## src/rtl/temp_sensor_reader.sv

```systemverilog
// Serial reader for the 4-bit temperature sensor: parity-checked frame, valid/err strobes.
// Define TEMP_SENSOR_AVG_EN to publish the average of the last 4 good samples.
module temp_sensor_reader #(
  parameter int CLK_DIV = 4
) (
  input  logic       clk,
  input  logic       resetN,
  input  logic       sampleReq,
  input  logic       sensorData,
  output logic       sensorCsN,
  output logic       sensorClk,
  output logic [3:0] tempSensorValue,
  output logic       sampleValid,
  output logic       sampleErr,
  output logic       busy
);

  localparam int CW = $clog2(CLK_DIV) + 1;
  localparam logic [CW-1:0] RELOAD = CW'(CLK_DIV - 1);

  localparam logic [1:0] IDLE  = 2'd0;
  localparam logic [1:0] SETUP = 2'd1;
  localparam logic [1:0] SHIFT = 2'd2;
  localparam logic [1:0] DONE  = 2'd3;

  logic [1:0]    state;
  logic [1:0]    stateNxt;
  logic [CW-1:0] divCnt;
  logic [CW-1:0] divCntNxt;
  logic [2:0]    bitIdx;
  logic [2:0]    bitIdxNxt;
  logic          phaseHigh;
  logic          phaseHighNxt;
  logic [4:0]    shiftReg;
  logic          cntZero;
  logic          frameActive;
  logic          sclkNxt;
  logic          frameOk;
  logic          acceptGood;
  logic [3:0]    rawValue;
  logic [3:0]    newValue;

  assign cntZero     = (divCnt == '0);
  assign frameActive = (state == SETUP) || (state == SHIFT);
  assign sclkNxt     = (state == SHIFT) && phaseHigh;
  assign frameOk     = ~^shiftReg;
  assign acceptGood  = (state == DONE) && frameOk;
  assign rawValue    = shiftReg[4:1];

  always_comb begin
    stateNxt     = state;
    divCntNxt    = divCnt;
    bitIdxNxt    = bitIdx;
    phaseHighNxt = phaseHigh;
    unique case (state)
      IDLE: begin
        if (sampleReq) begin
          stateNxt  = SETUP;
          divCntNxt = RELOAD;
        end
      end
      SETUP: begin
        if (cntZero) begin
          stateNxt     = SHIFT;
          divCntNxt    = RELOAD;
          bitIdxNxt    = '0;
          phaseHighNxt = 1'b0;
        end else begin
          divCntNxt = divCnt - 1'b1;
        end
      end
      SHIFT: begin
        if (!cntZero) begin
          divCntNxt = divCnt - 1'b1;
        end else if (!phaseHigh) begin
          phaseHighNxt = 1'b1;
          divCntNxt    = RELOAD;
        end else if (bitIdx == 3'd4) begin
          stateNxt     = DONE;
          phaseHighNxt = 1'b0;
          divCntNxt    = '0;
        end else begin
          bitIdxNxt    = bitIdx + 3'd1;
          phaseHighNxt = 1'b0;
          divCntNxt    = RELOAD;
        end
      end
      DONE: begin
        stateNxt = IDLE;
      end
      default: begin
        stateNxt = IDLE;
      end
    endcase
  end

  // Pins are registered from the current state, so they trail it by one clk.
  always_ff @(posedge clk) begin
    if (!resetN) begin
      state           <= IDLE;
      divCnt          <= '0;
      bitIdx          <= '0;
      phaseHigh       <= 1'b0;
      shiftReg        <= '0;
      sensorCsN       <= 1'b1;
      sensorClk       <= 1'b0;
      busy            <= 1'b0;
      sampleValid     <= 1'b0;
      sampleErr       <= 1'b0;
      tempSensorValue <= '0;
    end else begin
      state       <= stateNxt;
      divCnt      <= divCntNxt;
      bitIdx      <= bitIdxNxt;
      phaseHigh   <= phaseHighNxt;
      sensorCsN   <= !frameActive;
      sensorClk   <= sclkNxt;
      busy        <= frameActive;
      sampleValid <= acceptGood;
      sampleErr   <= (state == DONE) && !frameOk;
      if (sclkNxt && !sensorClk) begin
        shiftReg <= {shiftReg[3:0], sensorData};
      end
      if (acceptGood) begin
        tempSensorValue <= newValue;
      end
    end
  end

`ifdef TEMP_SENSOR_AVG_EN
  logic [3:0][3:0] hist;
  logic            histValid;
  logic [5:0]      histSum;

  // hist[0] is newest; the incoming sample replaces hist[3] in the sum.
  always_comb begin
    if (!histValid) begin
      histSum = {rawValue, 2'b00};
    end else begin
      histSum = {2'b00, rawValue} + {2'b00, hist[0]}
              + {2'b00, hist[1]} + {2'b00, hist[2]};
    end
  end

  assign newValue = histSum[5:2];

  always_ff @(posedge clk) begin
    if (!resetN) begin
      hist      <= '0;
      histValid <= 1'b0;
    end else if (acceptGood) begin
      histValid <= 1'b1;
      if (!histValid) begin
        hist <= {4{rawValue}};
      end else begin
        hist <= {hist[2], hist[1], hist[0], rawValue};
      end
    end
  end
`else
  assign newValue = rawValue;
`endif

endmodule

```

## config.mk

```make
export PLATFORM = sky130hd
export DESIGN_NAME = temp_sensor_reader
export DESIGN_NICKNAME = d
export VERILOG_FILES = /design/src/rtl/temp_sensor_reader.sv
export SDC_FILE = /design/constraint.sdc
export NUM_CORES = 1
export LEC_CHECK = 0
export CAP_MARGIN = 20
export CORE_ASPECT_RATIO = 0.9
export CORE_MARGIN = 3
export CORE_UTILIZATION = 35
export DETAILED_ROUTE_END_ITERATION = 8
export SETUP_SLACK_MARGIN = 0.1
export SLEW_MARGIN = 20
export SYNTH_ARGS = -nofsm -noshare
export SYNTH_HDL_FRONTEND = slang
export SYNTH_SLANG_ARGS = --single-unit
```

## constraint.sdc

```tcl
create_clock -name clk -period 2.2 [get_ports clk]
set_input_delay 0.55 -clock clk [delete_from_list [all_inputs] [get_ports clk]]
set_output_delay 0.55 -clock clk [all_outputs]
set_load 0.01 [all_outputs]
```

==> Word level (Yosys, flattened, before mapping) <==
Cells that the tools add are included.
{ "word_totals": {"input_bits": 4, "ramBits": 0, "latch_bits": 0, "elab_cells": 61, "mem_bits_ro": 0, "ff_bits": 23, "n_memories": 0} }
{ "classes": {"n_shift": 0, "reduce_logical": 17, "muxes": 21, "div_mod_pow": 0, "n_addsub": 2, "mul": 0, "magnitude_cmp": 0, "bitwise_logic": 0, "eq_ne": 10} }
{ "ops": {"columns": ["op", "count"], "rows": [
  ["$mux W3", 7],
  ["$mux W2", 7],
  ["$ne A2 B2 Y1 const B", 5],
  ["$reduce_and A5 Y1", 2],
  ["$pmux W3 S3", 1],
  ["$pmux W2 S4", 1],
  ["$pmux W3 S2", 1],
  ["$reduce_xnor A5 Y1", 1],
  ["$eq A2 B2 Y1 const B", 2],
  ["$logic_and A1 B1 Y1", 4],
  ["$add A3 B1 Y3 const B", 1],
  ["$eq A3 B3 Y1 const B", 1],
  ["$logic_not A1 Y1", 3],
  ["$logic_not A3 Y1", 1],
  ["$mux W1", 3],
  ["$reduce_and A3 Y1", 1],
  ["$reduce_bool A3 Y1", 1],
  ["$sub A3 B1 Y3 const B", 1],
  ["$eq A2 B1 Y1 const B", 1],
  ["$logic_not A2 Y1", 1],
  ["$ne A2 B1 Y1 const B", 1],
  ["$pmux W1 S2", 1],
  ["$reduce_and A2 Y1", 1],
  ["$reduce_bool A2 Y1", 1],
  ["$logic_or A1 B1 Y1", 1]
]} }

==> Logic depth before layout (Yosys ltp) <==
Gate-level depths: netlist (run 1).
{ "logic_depth": {"word_depth": 5, "mapped_depth": 7} }

==> Least setup slack after synthesis (run 1) <==
No wires, ideal clock.
{ "synth_timing": {"path_kind": "register to register", "from": "reg state[1]", "to": "reg state[1]", "t_required_ns": 2.072, "arrival_time_ns": 1.585, "path_stages_with_launch": 7, "period_less_slack_ns": 1.712, "setup_slack_ns": 0.488, "cell_sequence": "dfxtp_1 -> inv_1 -> ha_1 -> or2_2 -> a2111oi_2 -> mux2i_1 -> nor2_1"} }
{ "synth_between": {"elab_chain_len": 3, "elab_cells_between_ends": 11, "classes_between": "eq/ne: 8; mux: 1; reduce/logical: 2"} }
{ "synth_rtl": {"columns": ["item", "line", "text"], "rows": [
  ["from (decl)", "26", "logic [1:0] state;"],
  ["from (signal assigned)", "112", "state <= stateNxt;"],
  ["$eq A2 B2 Y1, or another cell as far along", "55", "unique case (state)"],
  ["$ne A2 B1 Y1 (no line) / $ne A2 B2 Y1 (equally long branches)", null, null],
  ["$reduce_and A5 Y1 (no line)", null, null]
]} }
Parallel ways exist; a longest one is shown, timed or not.
A chain may end at the register's enable or synchronous reset.

==> Final worst setup path (run 1) <==
Same ends and word-level chain as after synthesis.

==> results.md, run 1 <==
* Post-Layout Cell Count at 178
* Fill count at 295
* Largest cells by area after synthesis: dfxtp_1 41%, ha_1 9.9%, mux2i_1 9.7%, nand2_1 5.0%, nor2_1 4.0%
* Net Count, Synth at 137
* Fin. Hold Viols at 0
* CTS Hold Bufs at 0
* Synth Area in Simple Gates at 0.1993
* Setup Buffers After CTS at 0
* Area leader, netlist: dfxtp_1
* Post-CTS sizing at 0
* Port bufs at 12
* Setup TNS at 0 ps
* Final WL at 1968 µm
* Worst VDD drop at 0.4398 mV
* Row cnt at 18
* CTS tree: done
* Grt total ovfl at 0
* Die width at 66.06 µm
* Share of layout cells above drive strength 1 at 0.07971
* Die Ht at 60.05 µm
* H-tree levels at 1
* Yosys reg bits at 23
* Final ANT Viol Nets at 0
* DR iter-0 viols at 18
* Largest net degree at the start of global routing at 16
* Slew Viols, Final at 0
* Minimum clock period at 1928 ps
* I/O pin count at 13
* Critical Path AT at 2140 ps
* CTS Buf Count at 3
* DR pass1 iterations at 3
* Setup crit start: state[1]
* Worst slew pin tran at 494.2 ps
* Worst flop-to-flop path startpoint: state[1]
* Max_cap viols at 0
* Vias at 824
* Compound-Gate Fraction of Synth Area at 0.09031
* Nets at 152
* Worst hold start: tempSensorValue[2]
* Clk buf depth at 2
* First-pass GRT wire length at 3381 µm
* PwrDens at 957.8 nW/µm²
* Mux cell area share after synthesis at 0.1167
* Period utilization at 0.8763
* Worst Setup End Kind: flop
* Synth Area in Adders at 0.09912
* Area delta synth->final at 16.63%
* Clock Tree Root: clkbuf_4
* Crit Path Category: reg -> reg
* Type of the most critical hold path: reg -> reg
* Number of unique standard cell types used by synthesis at 31
* Combinational family with the most area after synthesis: simple AND/OR/NAND/NOR gates
* CTS clk-pin slew, worst paths at 130 ps
* Data required time of the critical path at 2410 ps
* Pre-CTS setup slack at 213.2 ps
* Fin worst setup slack at 272.2 ps
* N_diodes at 0
* RSZ-0062 raised after global routing: false
* Max Freq at 0.5187 GHz
* DIE AREA at 3967 µm²
* Vias per inst at 4.629
* Synth top area share at 0.4053
* Syn Inst Count at 124
* Status: finished clean
* Dpl cells at 174
* Initial Util at 0.3880
* Max Fanout on Critical Path at 5
* Syn_area_per_cell at 9.162 µm²
* Syn Std Cell Area at 1136 µm²
* Leakage power at 0.5414 nW
* Gr usage total at 0.1145
* RD Place Congestion at 0.8023
* Hpwl dp at 1430 µm
* Pwr Total at 0.001269 W
* Utilization after layout at 0.4526
* Initial antenna violation count at 0
* Worst slew margin at 0.6676
* Yosys warnings at 0
* Clk_skew at 9.496 ps
* Critical Path Source Type: flop
* Seq/Total Area, Yosys at 0.4053
* # setup viols final at 0
* # clock sinks at 23
* Clock latency on the worst-skew pair at 310 ps
* Xor-xnor portion of the synthesized cell area at 0.03524
* DRC viols at 0
* Commonest non-fill, non-tap cell in the layout: dfxtp_1
* Core box area at 2928 µm²
* Vias in the first global route at 752
* Wirelength per Cell at 11.06 µm
* Most frequent cells in the layout: 23 x dfxtp_1, 15 x nand2_1, 12 x nor2_1, 12 x clkdlybuf4s50_1, 11 x mux2i_1
-- cell usage after synthesis, drive strengths merged --
master	n
clkbuf	2
or2	1
o21ai	2
a2111oi	2
mux2	2
nor2	12
inv	10
nand3b	1
dfxtp	23
a21boi	1
nand2b	3
xnor2	2
nand3	6
nand2	15
nand4	1
xnor3	1
buf	2
nor2b	4
and3	2
o21a	1
a21oi	3
and2	2
nor3	1
a31oi	2
a311oi	2
ha	9
a32oi	1
mux2i	11
-- worst max-delay path: stages (launching register included) --
cell       delay, ps
dfxtp_1          410
inv_1            100
ha_1             250
or2_2            350
a2111oi_2        420
mux2i_1          250
nor2_1            50
-- logic make-up after synthesis --
kind of cell	after synthesis
fa+ha+maj	9
buf+inv	14
simple gates	48
xor+xnor	3
flops	23
mux	13
compound gates	14
-- power by group --
group	switching [W]	internal (W)	total [W]
combinational	0.000312	0.000249	0.000561
clock	0.000126	0.0000679	0.000194
sequential	0.0000398	0.000474	0.000514
total	0.000478	0.000791	0.00127
-- flip-flops by register name (all words and copies together) (netlist names) --
signal           flops
shiftReg             5
sampleErr            1
sensorCsN            1
sampleValid          1
sensorClk            1
tempSensorValue      4
divCnt               3
busy                 1
bitIdx               3
phaseHigh            1
state                2
-- through the flow --
step | hold slack, ps | area, µm²
4_1_cts | 469.3 | 1325
6_report | 464.7 | 1325
5_1_grt | 494.3 | 1325
3_5_place_dp | 449.6 | 1297
3_3_place_gp | 443.1 | 1297
2_1_floorplan | 449.2 | 1136
-- layer usage --
| metal | up-vias | share of wire | global-route usage |
|---|---|---|---|
| met2 | 10 | 0.43 | 0.1814 |
| li1 | 448 | - | - |
| met1 | 364 | 0.53 | 0.1474 |
| met5 | - | 0 | 0 |
| met4 | 0 | 0.0076 | 0.03478 |
| met3 | 2 | 0.036 | 0.03947 |
-- cell type report --
cell class / count / area, µm² / share of cell area
multi-input cells: 87 / 614.3 / 0.4636
repair buffers: 14 / 135.1 / 0.1020
inverters: 10 / 37.54 / 0.02833
clock buffers: 3 / 22.52 / 0.01700
flip-flops and latches: 23 / 460.4 / 0.3475
well taps: 40 / 50.05 / 0.03777
clock inverters: 1 / 5.005 / 0.003777
-- path summary, 6_finish.rpt --
kind | endpoint | slack, ps | cells past startpoint
worst min-delay path | tempSensorValue[2] | 460 | 2
worst max register to register | state[1] | 270 | 6
worst min register to register | tempSensorValue[2] | 460 | 2
worst max-delay path | state[1] | 270 | 6
(Power assumes the default switching activity.)
==> run 2: changes to the inputs <==
- CORE_UTILIZATION: 35 -> 29
==> results.md, run 2 (synthesized netlist as in run 1, its figures left out) <==
* CTS Hold Bufs at 0 (unchanged)
* Die Ht at 65.38 µm (+8.9%)
* I/O pin count at 13 (unchanged)
* Gr usage total at 0.1005 (-0.01402)
* Multi-input gate area at 614.3 µm² (unchanged)
* Fin worst setup slack at 331.3 ps (+59.05 ps)
* Wirelength per Cell at 11.66 µm (+5.5%)
* CTS tree: done
* Post-CTS sizing at 0 (unchanged)
* Area delta synth->final at 18.72%
* Biggest register: shiftReg
* Storage cell area at 460.4 µm² (unchanged)
* Core box area at 3553 µm² (+21%)
* Initial Util at 0.3197 (-0.06832)
* Vias at 858 (+4.1%)
* RSZ-0062 raised after global routing: false
* Max reg flops at 5 (unchanged)
* R2R Setup Slk at 330 ps (+60 ps)
* Hold Path End: tempSensorValue[3]
* N_diodes at 0 (unchanged)
* H-tree levels at 1 (unchanged)
* DRC viols at 0 (unchanged)
* Vias in the first global route at 852 (+13%)
* Worst slew pin tran at 550.3 ps (+56.07 ps)
* Pre-CTS setup slack at 255.9 ps (+42.68 ps)
* Largest net degree at the start of global routing at 16 (unchanged)
* Leakage power at 0.5492 nW (+1.4%)
* Critical Path AT at 2020 ps (-120 ps)
* Port bufs at 12 (unchanged)
* Data required time of the critical path at 2350 ps (-60 ps)
* Slew Viols, Final at 0 (unchanged)
* Clock latency on the worst-skew pair at 270 ps (-40 ps)
* Die width at 71.98 µm (+9.0%)
* Worst slew margin at 0.6298 (-0.03772)
* Dpl cells at 178 (+2.3%)
* Worst hold start: tempSensorValue[3]
* Critical Path Source Type: flop
* Most frequent cells in the layout: 23 x dfxtp_1, 15 x nand2_1, 12 x nor2_1, 12 x clkdlybuf4s50_1, 11 x mux2i_1
* Post-Layout Cell Count at 182 (+2.2%)
* Worst flop-to-flop path startpoint: state[1]
* Worst Setup End Kind: flop
* Final WL at 2123 µm (+7.9%)
* DR iter-0 viols at 30 (+12)
* Clock Tree Root: clkbuf_8
* Final ANT Viol Nets at 0 (unchanged)
* Worst VDD drop at 0.3109 mV (-29%)
* Setup TNS at 0 ps (unchanged)
* Crit Path Category: reg -> reg
* Row cnt at 20 (+2)
* # setup viols final at 0 (unchanged)
* Reg-to-reg critical path endpoint: state[1]
* First-pass GRT wire length at 3677 µm (+8.8%)
* Max Freq at 0.5351 GHz (+3.2%)
* Nets at 152 (unchanged)
* Setup Buffers After CTS at 0 (unchanged)
* CTS clk-pin slew, worst paths at 90 ps (-40 ps)
* DIE AREA at 4706 µm² (+19%)
* # clock sinks at 23 (unchanged)
* Hpwl dp at 1564 µm (+9.4%)
* Commonest non-fill, non-tap cell in the layout: dfxtp_1
* Vias per inst at 4.714 (+1.8%)
* Worst Reg-to-Reg Cells at 6 (unchanged)
* Max_cap viols at 0 (unchanged)
* Clk buf depth at 2 (unchanged)
* Initial antenna violation count at 0 (unchanged)
* CTS Buf Count at 3 (unchanged)
* Clk_skew at 3.834 ps (-5.662 ps)
* DR pass1 iterations at 4 (+1)
* Grt total ovfl at 0 (unchanged)
* PwrDens at 992.0 nW/µm² (+3.6%)
* Biggest regs: shiftReg x5, tempSensorValue x4
* Status: finished clean
* Fill count at 352 (+19%)
* Max Fanout on Critical Path at 5 (unchanged)
* WHS Path Cells at 2 (unchanged)
* Utilization after layout at 0.3796 (-0.07299)
* Type of the most critical hold path: reg -> reg
* Fin. Hold Viols at 0 (unchanged)
* Minimum clock period at 1869 ps (-59.05 ps)
* Share of layout cells above drive strength 1 at 0.07971 (unchanged)
* RD Place Congestion at 0.8144 (+1.5%)
* Period utilization at 0.8494 (-0.02684)
## run 2: worst max-delay path by stage
stage	to	from	slack [ps]	cells past startpoint
2_1_floorplan	state[1]	state[1]	490	6
3_3_place_gp	state[1]	sampleReq	300	5
3_5_place_dp	state[1]	sampleReq	260	5
4_1_cts	state[1]	state[1]	320	6
5_1_grt	state[1]	state[1]	200	6
6_report	state[1]	state[1]	330	6
## run 2: area by class of cell
class                           count  area share
Multi-Input combinational cell     87      0.4555
Sequential cell                    23      0.3414
Timing Repair Buffer               14      0.1002
Tap cell                           44     0.04082
Clock buffer                        3     0.03061
Inverter                           10     0.02783
Clock inverter                      1    0.003711
## run 2: per-layer routing
layer | part of all wire | up-vias | routed length, µm | global-route usage
met5 | 0 | - | 0 | 0
met4 | 0.0080 | 0 | 17 | 0.03521
met3 | 0.061 | 2 | 130 | 0.05352
met2 | 0.46 | 14 | 983 | 0.1548
met1 | 0.47 | 397 | 992 | 0.1185
li1 | - | 445 | - | -
## run 2: report_power, final
group | switching, W | internal [W] | leakage, nW
registers | 0.0000377 | 0.000474 | 0.187
clock network | 0.000141 | 0.000127 | 0.0255
logic | 0.000312 | 0.000247 | 0.337
total | 0.000491 | 0.000847 | 0.549
## run 2: critical path: stages, from the launching register on
cell and delay [ps]:
dfxtp_1 380, inv_1 90, ha_1 240, or2_2 350, a2111oi_2 400, mux2i_1 230
nor2_1 50
## run 2: metrics by stage
stage	hold WS (ps)	power (W)	instance area, µm²
2_1_floorplan	449.2	0.0009456	1136
3_3_place_gp	445.5	0.001068	1303
3_5_place_dp	457.6	0.001084	1303
4_1_cts	469.0	0.001352	1349
5_1_grt	490.3	0.001447	1349
6_report	461.0	0.001338	1349
==> run 3: changes to the inputs <==
- clock period: 2.2 -> 2 ns (I/O delays scaled with it)
==> results.md, run 3 (synthesized netlist as in run 1, its figures left out) <==
* Type of the most critical hold path: reg -> reg
* # setup viols final at 0 (unchanged)
* Clock latency on the worst-skew pair at 270 ps (about the same)
* Fill count at 359 (+2.0%)
* Share of layout cells above drive strength 1 at 0.1007 (+0.02101)
* CTS clk-pin slew, worst paths at 90 ps (about the same)
* Setup TNS at 0 ps (unchanged)
* Vias at 878 (+2.3%)
* DR iter-0 viols at 32 (+6.7%)
* Die width at 71.98 µm (unchanged)
* Clk buf depth at 2 (unchanged)
* Max Fanout on Critical Path at 5 (unchanged)
* Nets at 153 (+0.66%)
* Initial antenna violation count at 0 (unchanged)
* Max Freq at 0.5688 GHz (+6.3%)
* Critical path cell sequence: inv_1 -> ha_1 -> or2_4 -> a2111oi_4 -> mux2i_1 -> nor2_1
* Fin. Hold Viols at 0 (unchanged)
* Worst Setup End Kind: flop
* Critical Path AT at 1910 ps (-110 ps)
* DIE AREA at 4706 µm² (unchanged)
* Critical Path Source Type: flop
* Gr usage total at 0.1051 (+0.004644)
* CTS Buf Count at 3 (unchanged)
* Grt total ovfl at 0 (unchanged)
* Worst slew margin at 0.6945 (+0.06463)
* Status: finished clean
* DRC viols at 0 (unchanged)
* Period utilization at 0.8791 (+0.02966)
* First-pass GRT wire length at 3939 µm (+7.1%)
* Met3 WL at 105 µm (-19%)
* CTS tree: done
* Max reg flops at 5 (unchanged)
* Clk_skew at 4.352 ps (+0.5182 ps)
* Biggest regs: shiftReg x5, tempSensorValue x4
* # clock sinks at 23 (unchanged)
* Utilization after layout at 0.3866 (+0.007043)
* Die Ht at 65.38 µm (unchanged)
* Area delta synth->final at 20.93%
* RSZ-0062 raised after global routing: false
* Core box area at 3553 µm² (unchanged)
* Commonest non-fill, non-tap cell in the layout: dfxtp_1
* Hpwl dp at 1648 µm (+5.4%)
* H-tree levels at 1 (unchanged)
* Slowest CP cell: a2111oi_4
* DR pass1 iterations at 4 (unchanged)
* Routed metal-1 wirelength at 1040 µm (+4.8%)
* Largest net degree at the start of global routing at 16 (unchanged)
* Clock Tree Root: clkbuf_8
* Leakage power at 0.5580 nW (+1.6%)
* Crit Path Category: reg -> reg
* Port bufs at 12 (unchanged)
* RD Place Congestion at 0.7681 (-5.7%)
* Metal2 WL at 989 µm (+0.61%)
* Vias in the first global route at 934 (+9.6%)
* Data required time of the critical path at 2150 ps (-200 ps)
* Worst VDD drop at 0.3532 mV (+14%)
* N_diodes at 0 (unchanged)
* Initial Util at 0.3197 (unchanged)
* Biggest register: shiftReg
* Final ANT Viol Nets at 0 (unchanged)
* Max_cap viols at 0 (unchanged)
* Worst path max stage delay at 400 ps (about the same)
* Vias per inst at 4.798 (+1.8%)
* Worst slew pin tran at 457.3 ps (-92.98 ps)
* Slew Viols, Final at 0 (unchanged)
* Wirelength per Cell at 11.77 µm (+0.91%)
* I/O pin count at 13 (unchanged)
* Row cnt at 20 (unchanged)
* Final WL at 2154 µm (+1.5%)
* Most frequent cells in the layout: 21 x dfxtp_1, 15 x nand2_1, 12 x nor2_1, 12 x clkdlybuf4s50_1, 11 x mux2i_1
* DR top layer: met4
* PwrDens at 1132 nW/µm² (+14%)
* Minimum clock period at 1758 ps (-110.6 ps)
[run 3: cell types whose count changed in the layout (fill, tap and decap cells not counted)]
cell / before / now
a2111oi_2: 1 / 0
a2111oi_4: 0 / 1
a21boi_1: 0 / 1
or2_2: 1 / 0
buf_4: 2 / 3
dfxtp_1: 23 / 21
a21boi_0: 1 / 0
dfxtp_2: 0 / 2
or2_4: 0 / 1
[run 3: cell type report]
type                       instances  area, µm²  area share
multi-input combinational         87      629.4      0.4581
sequential                        23      462.9      0.3370
timing repair buffer              15      142.6      0.1038
tap                               44      55.05     0.04007
clock buffer                       3      41.29     0.03005
inverter                          10      37.54     0.02732
clock inverter                     1      5.005    0.003643
[run 3: worst max-delay path: cells and delay by family, from the launching register on]
| family | cells | cell delay [ps] |
|---|---|---|
| AOI/OAI and AO/OA | 1 | 400 |
| DFF | 1 | 360 |
| and+or+nand+nor | 2 | 340 |
| muxes | 1 | 240 |
| adders and majority gates | 1 | 220 |
| buffers and inverters | 1 | 80 |
[run 3: stage by stage]
stage | instances | power, W | worst slack (ps) | area (µm²) | hold WS [ps]
4_1_cts | 183 | 0.001514 | 117.9 | 1356 | 468.6
3_3_place_gp | 179 | 0.001193 | 154.9 | 1310 | 445.7
3_5_place_dp | 179 | 0.001220 | 90.62 | 1310 | 448.2
6_report | 183 | 0.001556 | 241.8 | 1374 | 461.0
5_1_grt | 183 | 0.001683 | 108.1 | 1374 | 494.5
2_1_floorplan | 124 | 0.001040 | 287.7 | 1136 | 449.2
[run 3: path summary, 6_finish.rpt]
check,from,endpoint,slack [ps],depth (start not counted)
hold / removal,tempSensorValue[1],tempSensorValue[1],460,2
setup reg to reg,state[0],state[1],240,6
hold reg to reg,tempSensorValue[1],tempSensorValue[1],460,2
setup / recovery,state[0],state[1],240,6
[run 3: report_power, final]
group | leakage (nW) | switching (W) | internal (W)
Clock | 0.0255 | 0.000153 | 0.000139
Combinational | 0.345 | 0.000381 | 0.000314
Sequential | 0.187 | 0.0000433 | 0.000526
Total | 0.558 | 0.000577 | 0.000979
[run 3: timing repair]
item                       CTS  global route
setup endpoints to repair    0             1
buffers inserted             0             0
resized for setup            0             5
hold buffers                 0             0
[run 3: layer usage]
layer / GRT usage / vias to the layer above
li1: - / 446
met1: 0.1255 / 415
met2: 0.1766 / 12
met3: 0.04281 / 5
met4: 0.02347 / 0
met5: 0 / -
